## src/rtl/apb_req_master_if.sv

```systemverilog
// rtl/apb_req_master_if.sv - APB bus bundle between apb_req_master and its slave
interface apb_req_master_if #(
    parameter int APB_ADDR_WIDTH = 12
);
    logic [APB_ADDR_WIDTH-1:0] PADDR;
    logic [31:0]               PWDATA;
    logic                      PWRITE;
    logic                      PSEL;
    logic                      PENABLE;
    logic [31:0]               PRDATA;
    logic                      PREADY;
    logic                      PSLVERR;

    modport master (
        output PADDR, PWDATA, PWRITE, PSEL, PENABLE,
        input  PRDATA, PREADY, PSLVERR
    );

    modport slave (
        input  PADDR, PWDATA, PWRITE, PSEL, PENABLE,
        output PRDATA, PREADY, PSLVERR
    );
endinterface

```

## src/rtl/apb_req_master.sv

```systemverilog
// rtl/apb_req_master.sv - single-outstanding request/response to APB master with wait timeout
module apb_req_master #(
    parameter int APB_ADDR_WIDTH = 12,
    parameter int TIMEOUT_CYCLES = 255
) (
    input  logic                      HCLK,
    input  logic                      HRESETn,
    input  logic                      req_valid_i,
    output logic                      req_ready_o,
    input  logic                      req_write_i,
    input  logic [APB_ADDR_WIDTH-1:0] req_addr_i,
    input  logic [31:0]               req_wdata_i,
    output logic                      rsp_valid_o,
    input  logic                      rsp_ready_i,
    output logic [31:0]               rsp_rdata_o,
    output logic                      rsp_err_o,
    output logic                      rsp_timeout_o,
    apb_req_master_if.master          apb
);

    typedef enum logic [1:0] {
        IDLE,
        SETUP,
        ACCESS,
        RESP
    } state_e;

    localparam logic [7:0] TMO = 8'(TIMEOUT_CYCLES);

    state_e                    state_q, state_d;
    logic                      ready_q, ready_d;
    logic                      write_q, write_d;
    logic [APB_ADDR_WIDTH-1:0] addr_q, addr_d;
    logic [31:0]               wdata_q, wdata_d;
    logic [31:0]               rdata_q, rdata_d;
    logic                      err_q, err_d;
    logic                      tmo_q, tmo_d;
    logic [7:0]                cnt_q, cnt_d;

    always_ff @(posedge HCLK or negedge HRESETn) begin
        if (!HRESETn) begin
            state_q <= IDLE;
            ready_q <= 1'b0;
            write_q <= 1'b0;
            addr_q  <= '0;
            wdata_q <= '0;
            rdata_q <= '0;
            err_q   <= 1'b0;
            tmo_q   <= 1'b0;
            cnt_q   <= '0;
        end else begin
            state_q <= state_d;
            ready_q <= ready_d;
            write_q <= write_d;
            addr_q  <= addr_d;
            wdata_q <= wdata_d;
            rdata_q <= rdata_d;
            err_q   <= err_d;
            tmo_q   <= tmo_d;
            cnt_q   <= cnt_d;
        end
    end

    always_comb begin
        state_d = state_q;
        write_d = write_q;
        addr_d  = addr_q;
        wdata_d = wdata_q;
        rdata_d = rdata_q;
        err_d   = err_q;
        tmo_d   = tmo_q;
        cnt_d   = cnt_q;
        case (state_q)
            IDLE: begin
                if (ready_q && req_valid_i) begin
                    state_d = SETUP;
                    write_d = req_write_i;
                    addr_d  = req_addr_i;
                    wdata_d = req_write_i ? req_wdata_i : 32'h0;
                end
            end
            SETUP: begin
                state_d = ACCESS;
                cnt_d   = '0;
            end
            ACCESS: begin
                // Completion is checked first so PREADY wins over a coincident expiry.
                if (apb.PREADY) begin
                    state_d = RESP;
                    err_d   = apb.PSLVERR;
                    rdata_d = write_q ? 32'h0 : apb.PRDATA;
                    tmo_d   = 1'b0;
                end else if ((TMO != 8'd0) && (cnt_q == TMO)) begin
                    state_d = RESP;
                    err_d   = 1'b1;
                    rdata_d = 32'h0;
                    tmo_d   = 1'b1;
                end else if (cnt_q != 8'hFF) begin
                    cnt_d = cnt_q + 8'd1;
                end
            end
            RESP: begin
                if (rsp_ready_i) begin
                    state_d = IDLE;
                end
            end
            default: state_d = IDLE;
        endcase
        // Registered so req_ready_o stays low throughout reset.
        ready_d = (state_d == IDLE);
    end

    assign req_ready_o   = ready_q;
    assign rsp_valid_o   = (state_q == RESP);
    assign rsp_rdata_o   = rdata_q;
    assign rsp_err_o     = err_q;
    assign rsp_timeout_o = tmo_q;

    assign apb.PSEL    = (state_q == SETUP) || (state_q == ACCESS);
    assign apb.PENABLE = (state_q == ACCESS);
    assign apb.PADDR   = addr_q;
    assign apb.PWRITE  = write_q;
    assign apb.PWDATA  = wdata_q;

endmodule
```

## src/flat_wrapper.sv

```systemverilog
// flat-port wrapper written by rule: the top's interface ports become plain ports
module apb_req_master_flat 
#(
    parameter int APB_ADDR_WIDTH = 12,
    parameter int TIMEOUT_CYCLES = 255
)
  (HCLK, HRESETn, req_valid_i, req_ready_o, req_write_i, req_addr_i, req_wdata_i, rsp_valid_o, rsp_ready_i, rsp_rdata_o, rsp_err_o, rsp_timeout_o, apb_PADDR, apb_PWDATA, apb_PWRITE, apb_PSEL, apb_PENABLE, apb_PRDATA, apb_PREADY, apb_PSLVERR);
  apb_req_master_if #(.APB_ADDR_WIDTH(APB_ADDR_WIDTH)) apb_i ();
  input  logic HCLK;
  input  logic HRESETn;
  input  logic req_valid_i;
  output logic req_ready_o;
  input  logic req_write_i;
  input  logic [APB_ADDR_WIDTH-1:0] req_addr_i;
  input  logic [31:0] req_wdata_i;
  output logic rsp_valid_o;
  input  logic rsp_ready_i;
  output logic [31:0] rsp_rdata_o;
  output logic rsp_err_o;
  output logic rsp_timeout_o;
  output wire logic [$bits(apb_i.PADDR)-1:0] apb_PADDR;
  output wire logic [$bits(apb_i.PWDATA)-1:0] apb_PWDATA;
  output wire logic [$bits(apb_i.PWRITE)-1:0] apb_PWRITE;
  output wire logic [$bits(apb_i.PSEL)-1:0] apb_PSEL;
  output wire logic [$bits(apb_i.PENABLE)-1:0] apb_PENABLE;
  input wire logic [$bits(apb_i.PRDATA)-1:0] apb_PRDATA;
  input wire logic [$bits(apb_i.PREADY)-1:0] apb_PREADY;
  input wire logic [$bits(apb_i.PSLVERR)-1:0] apb_PSLVERR;
  assign apb_PADDR = apb_i.PADDR;
  assign apb_PWDATA = apb_i.PWDATA;
  assign apb_PWRITE = apb_i.PWRITE;
  assign apb_PSEL = apb_i.PSEL;
  assign apb_PENABLE = apb_i.PENABLE;
  assign apb_i.PRDATA = apb_PRDATA;
  assign apb_i.PREADY = apb_PREADY;
  assign apb_i.PSLVERR = apb_PSLVERR;
  apb_req_master #(.APB_ADDR_WIDTH(APB_ADDR_WIDTH), .TIMEOUT_CYCLES(TIMEOUT_CYCLES)) u_core (.HCLK(HCLK), .HRESETn(HRESETn), .req_valid_i(req_valid_i), .req_ready_o(req_ready_o), .req_write_i(req_write_i), .req_addr_i(req_addr_i), .req_wdata_i(req_wdata_i), .rsp_valid_o(rsp_valid_o), .rsp_ready_i(rsp_ready_i), .rsp_rdata_o(rsp_rdata_o), .rsp_err_o(rsp_err_o), .rsp_timeout_o(rsp_timeout_o), .apb(apb_i));
endmodule
```

## config.mk

```make
export PLATFORM = sky130hd
export DESIGN_NAME = apb_req_master_flat
export DESIGN_NICKNAME = d
export VERILOG_FILES = /design/src/rtl/apb_req_master_if.sv /design/src/rtl/apb_req_master.sv /design/src/flat_wrapper.sv
export SDC_FILE = /design/constraint.sdc
export NUM_CORES = 1
export LEC_CHECK = 0
export ABC_AREA = 1
export BUFFER_PORTS_ARGS = -buffer_cell sky130_fd_sc_hd__buf_2
export CORE_ASPECT_RATIO = 1.2
export CORE_MARGIN = 10
export CORE_UTILIZATION = 51
export DETAILED_ROUTE_END_ITERATION = 16
export PLACE_DENSITY = 0.85
export SLEW_MARGIN = 0
export SYNTH_ARGS = -nofsm -noshare
export SYNTH_HDL_FRONTEND = slang
export SYNTH_SLANG_ARGS = --single-unit
```

## constraint.sdc

```tcl
create_clock -name HCLK -period 4.3 [get_ports HCLK]
set_clock_uncertainty 0.2 [all_clocks]
set_input_delay 0.43 -clock HCLK [delete_from_list [all_inputs] [get_ports HCLK]]
set_output_delay 0.43 -clock HCLK [all_outputs]
set_load 0.05 [all_outputs]
```

Word level (Yosys, flattened, before mapping) --
Cells that the tools add are included.
Word-level totals: latch bits 0, memories 0, register bits 90, bits of input ports 83, output and inout port bits 83, logic and storage cells 43, bits in writable memories 0, bits in read-only memories 0
Operators by class: reductions and logical operators 9, shifts and indexed selects 0, $lt $le $gt $ge 0, $add $sub $neg 1, bitwise operators 0, multiplexer cells 16, multiply operators 0, div/mod/pow operators 0, eq/ne operators 8
Operators by type and width (number):
- 32-bit 2-to-1 mux | 4
- 8-bit 2-to-1 mux | 3
- 8-bit case mux with 2 select lines | 1
- 8-bit by 1-bit adder with 8-bit output, second input constant | 1
- 8-bit == test, second input constant | 1
- 2-bit 2-to-1 mux | 4
- 8-bit != test, second input constant | 1
- 2-bit case mux with 4 select lines | 1
- 2-bit == test, second input constant | 2
- 2-bit zero test | 2
- 2-bit != test, second input constant | 2
- 2-bit AND reduction | 2
- 4-bit AND reduction | 1
- 2-bit nonzero test | 2
- 1-bit 2-to-1 mux | 3
- 2-bit by 1-bit == test with 1-bit output, second input constant | 1
- 2-bit by 1-bit != test with 1-bit output, second input constant | 1
- 1-bit logical AND | 1
- 1-bit logical OR | 1

Logic depth before layout (Yosys ltp) --
Gate-level depths: netlist of the first run.
depth after elaboration 5, depth in mapped cells 10

Worst setup path after synthesis of the first run --
Ideal clock, no wire load.
path kind reg-to-reg, start point register u_core.state_q[0], end point register u_core.cnt_q[5], setup time 0.065 ns, cell stages (with the launch flop) 8, arrival time 1.676 ns, period minus slack after synthesis 1.941 ns, slack 2.359 ns, cells stage by stage dfrtp_1 -> inv_1 -> ha_1 -> or2_2 -> inv_1 -> a21oi_1 -> nand2_1 -> nand2_1
Between the ends: cells in the longest elaborated chain, start to end 3, elaborated cells between the ends (all ways) 8, those cells by class eq/ne: 5; mux: 1; reduce/logical: 2
RTL lines:
- from (decl) | line apb_req_master.sv:30 | state_e state_q, state_d;
- from (signal assigned) | line apb_req_master.sv:52 | state_q <= state_d;
- 2-bit == test *
- net apb_PENABLE | line flat_wrapper.sv:25 | output wire logic [$bits(apb_i.PENABLE)-1:0] apb_PENABLE;
- 2-bit != test (no source line), or another cell as far along
- 4-bit AND reduction (no source line)
- to (signal assigned) | line apb_req_master.sv:60 | cnt_q <= cnt_d;
- to (decl) | line apb_req_master.sv:38 | logic [7:0] cnt_q, cnt_d;
Mark *: on every way through the listed nets, which the timed path passes. The rest lies on a longest branch. A chain may end at the register's enable or synchronous reset.

Worst setup path in the final report of the first run --
start point register u_core.cnt_q[0], end point register u_core.rdata_q[6] (netlist: u_core.rsp_rdata_o[6])
Between the ends: cells in the longest elaborated chain, start to end 3
RTL lines:
- 8-bit == test | line apb_req_master.sv:93 | end else if ((TMO != 8'd0) && (cnt_q == TMO)) begin
- 2-bit nonzero test (no source line)
- 2-bit AND reduction (no source line)
- to (signal assigned) | line apb_req_master.sv:57 | rdata_q <= rdata_d;
- to (decl) | line apb_req_master.sv:35 | logic [31:0] rdata_q, rdata_d;
No other way between the ends.

==> qor.csv, run 1 <==
metric,value,unit
status,completed,
Fillers,644,
R2R cell count,9,
TritonCTS clock tree,yes,
R2R setup slack,1.74,ns
capturing element type of the critical path,flip-flop,
worst-skew pair later-pin latency,0.34,ns
WHS Endpoint,u_core.apb.PADDR[2],
clock-pin slew on the worst setup and hold paths,0.09,ns
CTS Root Buffer Type,clkbuf_8,
Max clock buf depth,2,
post-synth top area share,0.571,
Netlist cell types,21,
fmax,0.390,GHz
diode count,0,
Hold Buf Count CTS,0,
vias in the first global route,3527,
Pleak,2.73,nW
first-pass GRT wire length,16500,um
DRT Pass-1 Iters,5,
Detail Placement HPWL,7740,um
"commonest non-fill, non-tap cell in the layout",nand2_1,
HP Start,req_addr_i[2],
Initial DRC Count,139,
Area growth syn-to-layout,25.7,%
Worst Setup Path Type,flip-flop to flip-flop,
most frequent cells in the layout,"213 x nand2_1, 164 x buf_2, 90 x dfrtp_1, 32 x o21ai_0, 25 x o21ai_2",
slew at the pin closest to its max-slew limit,1.18,ns
Ports,166,
Die Y,116,um
antenna violations before repair,0,
Routed WL,10100,um
hold path depth,3,
Nets,693,
Yosys warning total,0,
Critical Path RT,4.37,ns
Worst VDD drop,0.601,mV
vias,3464,
initial core utilization,0.517,
synthesized area,3940,um^2
Syn Area/Cell,8.76,um^2
RSZ-0062 raised after global routing,false,
hold slack,0.0726,ns
Core Region,7620,um^2
Antenna Nets Post-Route,0,
Congestion Overflow GR,0,
PwrDens,844,nW/um^2
"Seq/Total Area, Yosys",0.571,
worst r2r src,u_core.cnt_q[0],
Worst Path Arrival,2.63,ns
post-synth top area cell,dfrtp_1,
Finish-stage setup viols,0,
clk sinks,90,
TritonCTS buffer count,9,
Total GRT Usage,0.172,
#FFs+latches synth,90,
Die Width,100,um
Placer Congestion,0.903,
final worst setup slack,1.74,ns
Vias/cell,4.94,
startpoint types,flip-flop,
number of setup buffers added after CTS,0,
final routed DRC violation total,0,
DP Worst Slack,1.76,ns
Port Buf Inserts,165,
final period utilization,0.596,
CP max FO,43,
Hold WC Path Type,input port to flip-flop,
Row Count,35,
largest net degree at the start of global routing,91,
Cells after Synth,450,
Slew Limit Fails,0,
post-synth net total,539,
max_slew headroom,0.212,
post-DR wirelength/cell,14.5,um
min Tclk post-route,2.56,ns
layout cells sized above 1,0.356,
maximum capacitance violations,0,
Final Hold Vio Count,0,
setup_tns,0,ns
ranking of synthesized cells by area,"dfrtp_1 57%, nand2_1 20%, o21ai_2 5.6%",
post_cts resized,0,
DIE AREA,11700,um^2
H-tree depth,3,
reg-to-reg endpoint,u_core.rsp_rdata_o[6],
==> state kept, by name (all words and copies together) (netlist names) <==
name / cells
u_core.apb.PWDATA: 32
u_core.rsp_rdata_o: 32
u_core.apb.PADDR: 12
u_core.cnt_q: 8
u_core.state_q: 2
u_core.apb.PWRITE: 1
u_core.req_ready_o: 1
u_core.rsp_err_o: 1
u_core.rsp_timeout_o: 1
==> cell usage after synthesis (all sizes together) <==
library cell,instances
buf,10
or2,1
a21oi,5
o21bai,2
nand3,8
nand4,2
nand2,217
o21ai,66
clkbuf,14
dfrtp,90
ha,6
inv,13
a21boi,1
nor2,14
xnor2,1
==> per-layer routing <==
layer / track usage / up-vias / share of wire
met1: 0.193 / 1597 / 0.39
met3: 0.0858 / 13 / 0.12
met2: 0.279 / 133 / 0.48
met5: 0 / - / 0
li1: - / 1721 / -
met4: 0.0528 / 0 / 0.011
==> report_power, final <==
part / internal [mW] / switching, mW
registers: 1.18 / 0.191
clock network: 0.244 / 0.292
logic: 0.488 / 1.79
total: 1.91 / 2.27
==> cell families after synthesis <==
kind of cell,share of synthesized area
XOR/XNOR,0.00222
buffers and inverters,0.0489
flip-flops,0.571
adder cells (fa/ha/maj),0.0190
AO/OA/AOI/OAI,0.120
AND/OR/NAND/NOR,0.239
==> worst max path at each step <==
stage / startpoint / end / cells past startpoint
2_1_floorplan: u_core.state_q[0] / u_core.cnt_q[5] / 7
3_3_place_gp: u_core.cnt_q[0] / u_core.rsp_rdata_o[4] / 9
3_5_place_dp: u_core.cnt_q[0] / u_core.rsp_rdata_o[13] / 9
4_1_cts: u_core.cnt_q[0] / u_core.rsp_rdata_o[6] / 9
5_1_grt: u_core.cnt_q[0] / u_core.rsp_rdata_o[6] / 9
6_report: u_core.cnt_q[0] / u_core.rsp_rdata_o[6] / 9
==> worst max-delay path, cell delays in order, from the launching register on <==
cell and delay [ns]:
dfrtp_1 0.43, ha_1 0.26, inv_1 0.10, nor2_2 0.06
nand2_2 0.09, nand2_2 0.06, nand2_2 0.59, buf_4 0.49
nand2_1 0.13, o21ai_2 0.07
==> cell type report <==
cell class	count	area (um^2)	area share
sequential	90	2250	0.455
multi-input combinational	323	1500	0.304
timing repair buffer	167	843	0.170
clock buffer	11	151	0.0306
tap	92	115	0.0232
inverter	13	48.8	0.00985
clock inverter	5	37.5	0.00758
==> through the flow <==
| stage | area, um^2 | utilization | power [mW] | cells |
|---|---|---|---|---|
| global placement | 4760 | 0.625 | 3.63 | 685 |
| global route | 4950 | 0.650 | 4.45 | 701 |
| CTS | 4950 | 0.650 | 4.22 | 701 |
| detailed placement | 4760 | 0.625 | 3.68 | 685 |
| floorplan | 3940 | - | 3.12 | 450 |
| finish | 4950 | 0.650 | 4.18 | 701 |
Note: power is estimated with default switching activity, not from simulation.
==> inputs of run 2 (changes only) <==
- CORE_UTILIZATION: 51 -> 43
- PLACE_DENSITY: 0.85 -> 0.77
- clock period: 4.3 -> 2.3 ns (I/O delays scaled with it)
==> qor.csv, run 2 (synthesis results as in run 1) <==
metric,value,unit,change
Hold WC Path Type,input port to flip-flop,,
clk sinks,90,,unchanged
vias in the first global route,4039,,+15%
PwrDens,1370,nW/um^2,+63%
clock-pin slew on the worst setup and hold paths,0.09,ns,about the same
post-DR wirelength/cell,15.0,um,+3.3%
worst-skew pair later-pin latency,0.35,ns,about the same
initial core utilization,0.439,,-0.0786
Total GRT Usage,0.182,,+0.0103
max_slew headroom,0.574,,+0.362
dpl cells,717,,+4.7%
Worst Path Arrival,2.07,ns,-0.56 ns
DRT Pass-1 Iters,5,,unchanged
Placer Congestion,0.870,,-3.7%
CTS Root Buffer Type,clkbuf_8,,
Vias/cell,4.82,,-2.5%
final routed DRC violation total,0,,unchanged
TritonCTS clock tree,yes,,
Port Buf Inserts,165,,unchanged
maximum capacitance violations,0,,unchanged
Ports,166,,unchanged
min Tclk post-route,1.98,ns,-0.581 ns
Fillers,683,,+6.1%
final worst setup slack,0.316,ns,-1.42 ns
TritonCTS buffer count,9,,unchanged
layout cells sized above 1,0.319,,-0.0370
Max clock buf depth,2,,unchanged
slew at the pin closest to its max-slew limit,0.638,ns,-0.542 ns
Tot Pwr,7.98,mW,+91%
Initial DRC Count,160,,+15%
post_cts resized,0,,unchanged
Hold Buf Count CTS,79,,+79
Detail Placement HPWL,7800,um,+0.83%
Routed WL,12200,um,+20%
Final Hold Vio Count,0,,unchanged
Die Width,107,um,+7.1%
Worst Setup Path Type,flip-flop to flip-flop,,
DIE AREA,13400,um^2,+15%
H-tree depth,3,,unchanged
status,completed,,
most frequent cells in the layout,"213 x nand2_1, 164 x buf_2, 90 x dfrtp_1, 79 x dlygate4sd3_1, 32 x o21ai_0",,
Worst VDD drop,1.00,mV,+67%
capturing element type of the critical path,flip-flop,,
"commonest non-fill, non-tap cell in the layout",nand2_1,,
post-layout util,0.647,,-0.00274
Antenna Nets Post-Route,0,,unchanged
Nets,776,,+12%
Pleak,3.08,nW,+13%
non-filler instance count after layout,814,,+16%
Critical Path RT,2.38,ns,-1.99 ns
Finish-stage setup viols,0,,unchanged
antenna violations before repair,2,,+2
Die Y,125,um,+7.4%
Core Region,8990,um^2,+18%
number of setup buffers added after CTS,0,,unchanged
fmax,0.504,GHz,+29%
DP Worst Slack,0.336,ns,-1.43 ns
Area growth syn-to-layout,47.6,%,
CP max FO,44,,+2.3%
setup_tns,0,ns,unchanged
Row Count,38,,+8.6%
Congestion Overflow GR,0,,unchanged
first-pass GRT wire length,20000,um,+21%
Slew Limit Fails,0,,unchanged
final period utilization,0.862,,+0.266
vias,3922,,+13%
startpoint types,flip-flop,,
largest net degree at the start of global routing,78,,-14%
RSZ-0062 raised after global routing,false,,
-- run 2: final cells by class --
type	count	area, um^2	share of cell area
Antenna cell	2	5.00	0.000861
Inverter	13	48.8	0.00839
Tap cell	120	150	0.0258
Timing Repair Buffer	250	1680	0.288
Sequential cell	90	2250	0.387
Multi-Input combinational cell	323	1500	0.259
Clock buffer	10	138	0.0237
Clock inverter	6	41.3	0.00710
-- run 2: final timing paths --
check	from	end	slack [ns]	depth (start not counted)
max in group asynchronous	HRESETn	u_core.rsp_rdata_o[19]	0.93	3
worst max register to register	u_core.cnt_q[0]	u_core.rsp_rdata_o[5]	0.32	9
worst min-delay path	req_valid_i	u_core.req_ready_o	0.04	4
worst max-delay path	u_core.cnt_q[0]	u_core.rsp_rdata_o[5]	0.32	9
min in group asynchronous	HRESETn	u_core.apb.PADDR[4]	0.23	2
worst min register to register	u_core.apb.PADDR[5]	u_core.apb.PADDR[5]	0.29	2
-- run 2: power breakdown --
group	internal, mW	switching, mW	leakage [nW]
clock	0.425	0.565	0.0964
combinational	1.02	3.40	1.81
sequential	2.20	0.368	1.18
-- run 2: per-stage QoR --
stage	hold WS, ns	area, um^2
final	0.0368	5820
after global routing	0.0522	5820
after CTS	0.0180	5810
after detailed placement	0.0883	4840
after global placement	0.0809	4840
after floorplan	-0.266	3940
-- run 2: metal layers --
layer,GRT usage,share of wire
met4,0.0795,0.021
met2,0.296,0.48
met5,0,0
met1,0.201,0.39
met3,0.0782,0.11
-- run 2: critical path: stages (launching register included) --
cell     delay, ns
dfrtp_1       0.42
ha_1          0.25
inv_1         0.07
nor2_2        0.05
nand2_2       0.09
nand2_2       0.07
nand2_2       0.29
buf_12        0.28
nand2_1       0.11
o21ai_2       0.07
==> inputs of run 3 (changes only) <==
- GPL_TIMING_DRIVEN: not set -> 0
==> qor.csv, run 3 (synthesis results as in run 1) <==
metric,value,unit,change
vias in the first global route,4334,,+7.3%
clock-pin slew on the worst setup and hold paths,0.08,ns,about the same
max_slew headroom,0.683,,+0.109
final period utilization,0.945,,+0.0825
final routed DRC violation total,0,,unchanged
RSZ-0062 raised after global routing,false,,
final worst setup slack,0.127,ns,-0.190 ns
clk sinks,90,,unchanged
Worst Setup Path Type,flip-flop to flip-flop,,
DP Worst Slack,0.165,ns,-0.171 ns
Worst Path Arrival,2.19,ns,+0.12 ns
post-layout util,0.661,,+0.0138
"commonest non-fill, non-tap cell in the layout",nand2_1,,
Final Hold Vio Count,0,,unchanged
worst-skew pair later-pin latency,0.35,ns,about the same
"Cell Chain, Critical Path",inv_1 -> ha_1 -> nand3_1 -> buf_2 -> clkbuf_1 -> o21ai_0,,
Slew Limit Fails,0,,unchanged
Final Instance Area,5940,um^2,+2.1%
antenna violations before repair,1,,-1
Critical Path RT,2.31,ns,-0.07 ns
Worst VDD drop,0.870,mV,-13%
Hold WC Path Type,input port to flip-flop,,
most frequent cells in the layout,"213 x nand2_1, 164 x buf_2, 90 x dfrtp_1, 80 x dlygate4sd3_1, 32 x o21ai_0",,
TritonCTS clock tree,yes,,
Initial DRC Count,183,,+14%
min Tclk post-route,2.17,ns,+0.190 ns
initial core utilization,0.439,,unchanged
largest net degree at the start of global routing,70,,-10%
Total GRT Usage,0.202,,+0.0203
hold slack,0.0235,ns,-0.0132 ns
Finish-stage setup viols,0,,unchanged
Max clock buf depth,2,,unchanged
H-tree depth,3,,unchanged
Nets,795,,+2.4%
TritonCTS buffer count,9,,unchanged
Ports,166,,unchanged
DRT Pass-1 Iters,4,,-1
startpoint types,flip-flop,,
max incr delay on CP,0.41,ns,about the same
CTS Root Buffer Type,clkbuf_8,,
DIE AREA,13400,um^2,unchanged
Port Buf Inserts,164,,-0.61%
Critical-path top delay cell,dfrtp_1,,
Antenna Nets Post-Route,0,,unchanged
maximum capacitance violations,0,,unchanged
Die Width,107,um,unchanged
status,completed,,
Core Region,8990,um^2,unchanged
slew at the pin closest to its max-slew limit,0.474,ns,-0.165 ns
Routed WL,13700,um,+12%
first-pass GRT wire length,22100,um,+11%
Detail Placement HPWL,8770,um,+12%
PwrDens,1390,nW/um^2,+1.0%
Area growth syn-to-layout,50.7,%,
fmax,0.460,GHz,-8.7%
Placer Congestion,0.856,,-1.6%
vias,4054,,+3.4%
Die Y,125,um,unchanged
Vias/cell,4.88,,+1.4%
Congestion Overflow GR,0,,unchanged
layout cells sized above 1,0.309,,-0.0105
Row Count,38,,unchanged
post-DR wirelength/cell,16.5,um,+10%
placed cell area,4940,um^2,+2.1%
Pleak,3.13,nW,+1.3%
CP max FO,10,,-77%
capturing element type of the critical path,flip-flop,,
==> run 3: cell count changes in the layout (fill, tap and decap cells not counted), moves of 2 or more <==
cell	previous run	this run
clkinv_2	3	0
buf_6	0	7
buf_4	6	1
clkinv_4	2	0
clkbuf_1	0	15
==> run 3: power breakdown <==
part           switching [mW]  total (mW)  internal [mW]
Combinational            3.50        4.57           1.07
Sequential              0.375        2.58           2.20
Clock                   0.536        1.09          0.551
Total                    4.41        8.23           3.82
==> run 3: worst paths after layout <==
kind / start / end / slack, ns / cells after the start
worst max-delay path: u_core.state_q[0] / u_core.apb.PWDATA[24] / 0.13 / 6
worst min-delay path: req_valid_i / u_core.req_ready_o / 0.02 / 4
worst max register to register: u_core.state_q[0] / u_core.apb.PWDATA[24] / 0.13 / 6
worst min register to register: u_core.rsp_rdata_o[6] / u_core.rsp_rdata_o[6] / 0.28 / 2
max in group asynchronous: HRESETn / u_core.rsp_err_o / 1.12 / 3
min in group asynchronous: HRESETn / u_core.apb.PADDR[1] / 0.12 / 2
==> run 3: worst max-delay path, delay by kind of cell (launching register included) <==
family	cells	cell delay, ns
fa+ha+maj	1	0.20
simple gates	1	0.24
flops	1	0.41
compound gates	1	0.17
buf+inv	3	0.80
==> run 3: final cells by class <==
type	count	area, um^2
repair buffers	245	1650
flip-flops and latches	90	2250
clock buffers	12	155
diodes	1	2.50
fillers	668	3050
multi-input cells	323	1500
clock inverters	2	37.5
well taps	120	150
inverters	13	48.8
plain buffers	24	145
==> run 3: through the flow <==
step | TNS [ns] | instances | power [mW]
after floorplan | 0 | 450 | 5.84
after global placement | -0.120 | 734 | 6.90
after detailed placement | 0 | 735 | 7.01
after CTS | 0 | 829 | 8.20
after global routing | 0 | 830 | 8.69
final | 0 | 830 | 8.23
==> run 3: repair_timing <==
item                                    4_1_cts  5_1_grt
hold endpoints to repair                    168        0
endpoints found under the setup margin        0        1
hold buffers                                 80        0
resized for setup                             0        1
setup buffers                                 0        0
==> run 3: layer usage <==
layer	vias to the layer above	track usage	wire [um]
met1	1908	0.226	5180
met2	189	0.329	6760
met5	-	0	0
met4	0	0.0717	257
met3	23	0.0927	1510
li1	1934	-	-
